--- src/rtl/reg_write_arbiter.sv ---
// Arbitrates the register file's single write port between pipeline writeback and
// mul/div results, with starvation-bounded priority and a pending-register scoreboard.
module reg_write_arbiter (
    input  logic        CLK,
    input  logic        RESET,
    input  logic        WB_VALID,
    input  logic [4:0]  WB_ADDR,
    input  logic [31:0] WB_DATA,
    output logic        WB_READY,
    input  logic        MD_VALID,
    input  logic [4:0]  MD_ADDR,
    input  logic [31:0] MD_DATA,
    output logic        MD_READY,
    input  logic        MD_ISSUE,
    input  logic [4:0]  MD_ISSUE_ADDR,
    output logic        ISSUE_READY,
    input  logic [4:0]  RS1_ADDR,
    input  logic [4:0]  RS2_ADDR,
    output logic        STALL,
    output logic        WRITE,
    output logic [4:0]  INADDRESS,
    output logic [31:0] IN
);

    typedef enum logic [0:0] {WB_PRI = 1'b0, MD_PRI = 1'b1} pri_e;

    pri_e        state_r;
    pri_e        state_next_s;
    logic [1:0]  starve_r;
    logic [1:0]  starve_next_s;
    logic        wb_grant_s;
    logic        md_grant_s;
    logic [31:0] pending_r;
    logic [31:0] pending_next_s;
    logic [31:0] set_mask_s;
    logic [31:0] clr_mask_s;
    logic        issue_set_s;

    // Priority state register
    always_ff @(posedge CLK) begin
        if (!RESET) begin
            state_r <= WB_PRI;
        end else begin
            state_r <= state_next_s;
        end
    end

    // Starvation counter next value: counts cycles MD is left waiting
    always_comb begin
        starve_next_s = 2'd0;
        if (MD_VALID && !md_grant_s) begin
            if (starve_r != 2'd3) begin
                starve_next_s = starve_r + 2'd1;
            end else begin
                starve_next_s = starve_r;
            end
        end else begin
            starve_next_s = 2'd0;
        end
    end

    // Starvation counter register
    always_ff @(posedge CLK) begin
        if (!RESET) begin
            starve_r <= 2'd0;
        end else begin
            starve_r <= starve_next_s;
        end
    end

    // Next-state logic: promote MD once it has waited two cycles, demote after its grant
    always_comb begin
        state_next_s = state_r;
        case (state_r)
            WB_PRI: begin
                if (starve_next_s == 2'd2) begin
                    state_next_s = MD_PRI;
                end else begin
                    state_next_s = WB_PRI;
                end
            end
            MD_PRI: begin
                if (md_grant_s) begin
                    state_next_s = WB_PRI;
                end else begin
                    state_next_s = MD_PRI;
                end
            end
            default: state_next_s = WB_PRI;
        endcase
    end

    // Grant outputs; nothing is granted while reset is held
    always_comb begin
        wb_grant_s = 1'b0;
        md_grant_s = 1'b0;
        if (!RESET) begin
            wb_grant_s = 1'b0;
            md_grant_s = 1'b0;
        end else begin
            case (state_r)
                WB_PRI: begin
                    wb_grant_s = WB_VALID;
                    md_grant_s = MD_VALID && !WB_VALID;
                end
                MD_PRI: begin
                    md_grant_s = MD_VALID;
                    wb_grant_s = WB_VALID && !MD_VALID;
                end
                default: begin
                    wb_grant_s = 1'b0;
                    md_grant_s = 1'b0;
                end
            endcase
        end
    end

    assign WB_READY = wb_grant_s;
    assign MD_READY = md_grant_s;

    // Registered write port; x0 targets are accepted but never written
    always_ff @(posedge CLK) begin
        if (!RESET) begin
            WRITE     <= 1'b0;
            INADDRESS <= 5'd0;
            IN        <= 32'd0;
        end else if (wb_grant_s) begin
            WRITE     <= (WB_ADDR != 5'd0);
            INADDRESS <= WB_ADDR;
            IN        <= WB_DATA;
        end else if (md_grant_s) begin
            WRITE     <= (MD_ADDR != 5'd0);
            INADDRESS <= MD_ADDR;
            IN        <= MD_DATA;
        end else begin
            WRITE     <= 1'b0;
        end
    end

    // A clear on the same register this cycle frees the slot for a new issue
    assign ISSUE_READY = !(pending_r[MD_ISSUE_ADDR] &&
                           !(md_grant_s && (MD_ADDR == MD_ISSUE_ADDR)));
    assign issue_set_s = RESET && MD_ISSUE && ISSUE_READY && (MD_ISSUE_ADDR != 5'd0);
    assign set_mask_s  = issue_set_s ? (32'd1 << MD_ISSUE_ADDR) : 32'd0;
    assign clr_mask_s  = md_grant_s  ? (32'd1 << MD_ADDR)       : 32'd0;

    // Set is applied after clear so it wins on a same-register collision
    assign pending_next_s = ((pending_r & ~clr_mask_s) | set_mask_s) & 32'hFFFF_FFFE;

    // Pending scoreboard register
    always_ff @(posedge CLK) begin
        if (!RESET) begin
            pending_r <= 32'd0;
        end else begin
            pending_r <= pending_next_s;
        end
    end

    assign STALL = (pending_r[RS1_ADDR] && (RS1_ADDR != 5'd0)) ||
                   (pending_r[RS2_ADDR] && (RS2_ADDR != 5'd0));

endmodule

--- config.mk ---
export PLATFORM = sky130hd
export DESIGN_NAME = reg_write_arbiter
export DESIGN_NICKNAME = d
export VERILOG_FILES = /design/src/rtl/reg_write_arbiter.sv
export SDC_FILE = /design/constraint.sdc
export NUM_CORES = 1
export LEC_CHECK = 0
export ABC_CLOCK_PERIOD_IN_PS = 3200
export BUFFER_PORTS_ARGS = -buffer_cell sky130_fd_sc_hd__buf_2
export CORE_MARGIN = 2
export CORE_UTILIZATION = 34
export CTS_CLUSTER_SIZE = 12
export DETAILED_ROUTE_END_ITERATION = 12
export GPL_ROUTABILITY_DRIVEN = 0
export PLACE_DENSITY_LB_ADDON = 0.3
export SYNTH_ARGS = -nofsm -noshare
export SYNTH_HDL_FRONTEND = slang
export SYNTH_SLANG_ARGS = --single-unit
--- constraint.sdc ---
create_clock -name CLK -period 3.2 [get_ports CLK]
set_clock_uncertainty 0.15 [all_clocks]
set_input_delay 0.64 -clock CLK [delete_from_list [all_inputs] [get_ports CLK]]
set_output_delay 0.64 -clock CLK [all_outputs]
set_load 0.03 [all_outputs]
==> out/results.txt <==
Detail Route Antenna Nets = 0
clk_lat worst skew = 330 ps
post-route minimum period = 3000 ps
Slew Limit Fails = 0
layout cells sized above 1 = 36.1%
final hold viol count = 0
worst r2r src = pending_r[1]
slowest CP cell = mux4_2
startpoint types = input pin
CTS max path bufs = 2
core area = 11500 um2
Max-slew headroom = 49.8%
number of rows in the core area = 39
flops & latches, synth = 72
CP Class = input pin to primary output
cell count after synthesis = 401
Pleak = 2.37 nW
CTS-repair resized insts = 0
Worst Min Path Start = INADDRESS[2]
HP Class = register to register
initial DRC count = 194
period utilization = 93.9%
CTS root buf = clkbuf_16
Syn Area/Cell = 10.1 um2
Syn Nets = 495
Final Util = 44.3%
register area share after synthesis = 35.7%
fin cells = 667
Layout area overhead = 26.4%
total track usage = 18.9%
WHS = 319 ps
Die X-Extent = 113 um
hpwl dp = 9.08 mm
Initial Utilization = 35.0%
# DRC = 3
drt total wl = 12.2 mm
Cells after DPL = 651
drt first pass iters = 9
vias in the first global route = 3650
Total Neg Setup Slack = 0 ps
CTS tree = done
routed via count = 3854
status = finished, violations left
wire per inst = 18.3 um
Req. time, crit path = 2410 ps
largest net degree at the start of global routing = 75
die height = 113 um
top post-synthesis cells by area = dfxtp_1 (36%), mux4_2 (11%), mux2i_1 (10%)
gr ovfl total = 0
Num CTS Buffers = 9
Worst Path Max Fanout = 8
# H-tree levels = 3
worst path cell trace = buf_2 -> mux4_2 -> mux4_2 -> nor2_1 -> o21ai_0 -> buf_2
Yosys warning total = 0
Yosys cell types = 39
Peak VDD IR = 260 uV
antenna cell count = 0
max cap viols = 0
post-synth top area cell = dfxtp_1
cts hold-fix bufs = 0
Port-buffer cells = 135
die footprint = 12800 um2
Vias/cell = 5.78
CTS clock-pin slew for the worst setup and hold paths = 60 ps
setup violators final = 0
initial antenna violation count = 0
Highest Clock Rate = 333 MHz
failing checks = DRC
Ports = 136
CP Launch Point = RS2_ADDR[0]
cell area power density = 468 nW/um2
top cell type's share of synthesized area = 35.7%
setup bufs post-CTS = 0
Post-Syn Area = 4040 um2
worst-margin pin slew = 753 ps
first-pass GRT wire length = 19.1 mm
TritonCTS Sinks = 72
RSZ-0062 raised after global routing = no
Critical Path AT = 2210 ps
endpoint class of the critical path = primary output
CP peak stage delay = 530 ps
# nets final = 613
-- power breakdown --
| group | switching, mW | leakage, nW | internal, mW | total [mW] |
|---|---|---|---|---|
| Clock | 0.395 | 0.139 | 0.606 | 1.00 |
| Sequential | 0.0226 | 0.588 | 0.937 | 0.960 |
| Combinational | 0.264 | 1.64 | 0.163 | 0.427 |
| Total | 0.682 | 2.37 | 1.71 | 2.39 |
-- critical path: cells and delay by family --
kind            cells  cell delay [ps]
simple gates        1               90
buf+inv             2              420
compound gates      1               70
mux                 2             1000
-- through the flow --
step	total power, mW	instance area (um2)	setup WS (ps)
floorplan	1.25	4040	104
global placement	1.40	4800	184
detailed placement	1.41	4800	182
CTS	2.41	5100	182
global route	2.48	5100	102
finish	2.39	5100	196
-- flip-flops by register name, summed over array words and instances (netlist names) --
name       flops
state_r        1
INADDRESS      5
starve_r       2
IN            32
WRITE          1
pending_r     31
-- synthesized netlist by cell type, drive strengths merged --
library cell	instances
o41ai	7
nand4b	2
a32oi	1
o211a	33
nand3	9
nor3	3
nand2b	4
or4	2
mux2i	42
o211ai	32
a211o	1
a21boi	7
o2111a	1
mux2	8
nor2	10
buf	9
a21oi	2
o22a	1
o31ai	24
nor2b	3
dfxtp	72
nand4	1
o22ai	4
clkbuf	26
o21ai	3
a221o	1
nand4bb	1
a22oi	6
inv	8
or3	3
nand2	50
nand3b	2
or3b	1
o221ai	1
xnor2	1
mux4	20
-- metal layers --
layer	vias to the layer above	GRT usage (%)	wire, um
met1	1827	24.9	5060
met4	0	7.32	251
li1	1804	-	-
met2	202	30.0	5610
met5	-	0	0
met3	21	4.98	1260
-- cell type report --
| type | instances | area [um2] |
|---|---|---|
| clock inverters | 6 | 67.6 |
| well taps | 143 | 179 |
| fillers | 1124 | 6420 |
| repair buffers | 142 | 728 |
| flip-flops and latches | 72 | 1440 |
| inverters | 8 | 30.0 |
| clock buffers | 10 | 229 |
| multi-input cells | 286 | 2420 |
-- placed cells by master (no fill, tap or decap), types with 4 or more instances in the layout --
master | synthesis | final
nor2_1 | 10 | 9
a22oi_1 | 6 | 6
clkbuf_16 | 0 | 9
o211ai_1 | 32 | 32
buf_4 | 0 | 7
dfxtp_1 | 72 | 72
mux2i_1 | 42 | 42
mux4_2 | 20 | 20
nand2_1 | 50 | 50
o22ai_1 | 4 | 4
o41ai_1 | 7 | 7
o211a_1 | 33 | 33
nand2b_1 | 4 | 4
nand3_1 | 9 | 8
a21boi_0 | 7 | 7
buf_2 | 4 | 135
o31ai_1 | 24 | 24
inv_1 | 8 | 8
mux2_2 | 7 | 7
-- cell families after synthesis --
kind of cell,share of synthesized area (%)
xor gates and xnor gates,0.217
and+or+nand+nor,10.4
AOI/OAI and AO/OA,25.2
DFF,35.7
muxes,23.9
buffers and inverters,4.50
-- final timing paths --
check | cells after the start | slack [ps] | end
max | 6 | 200 | STALL
min reg2reg | 2 | 320 | INADDRESS[2]
min | 2 | 320 | INADDRESS[2]
max reg2reg | 6 | 900 | pending_r[8]
(Power assumes the default switching activity.)
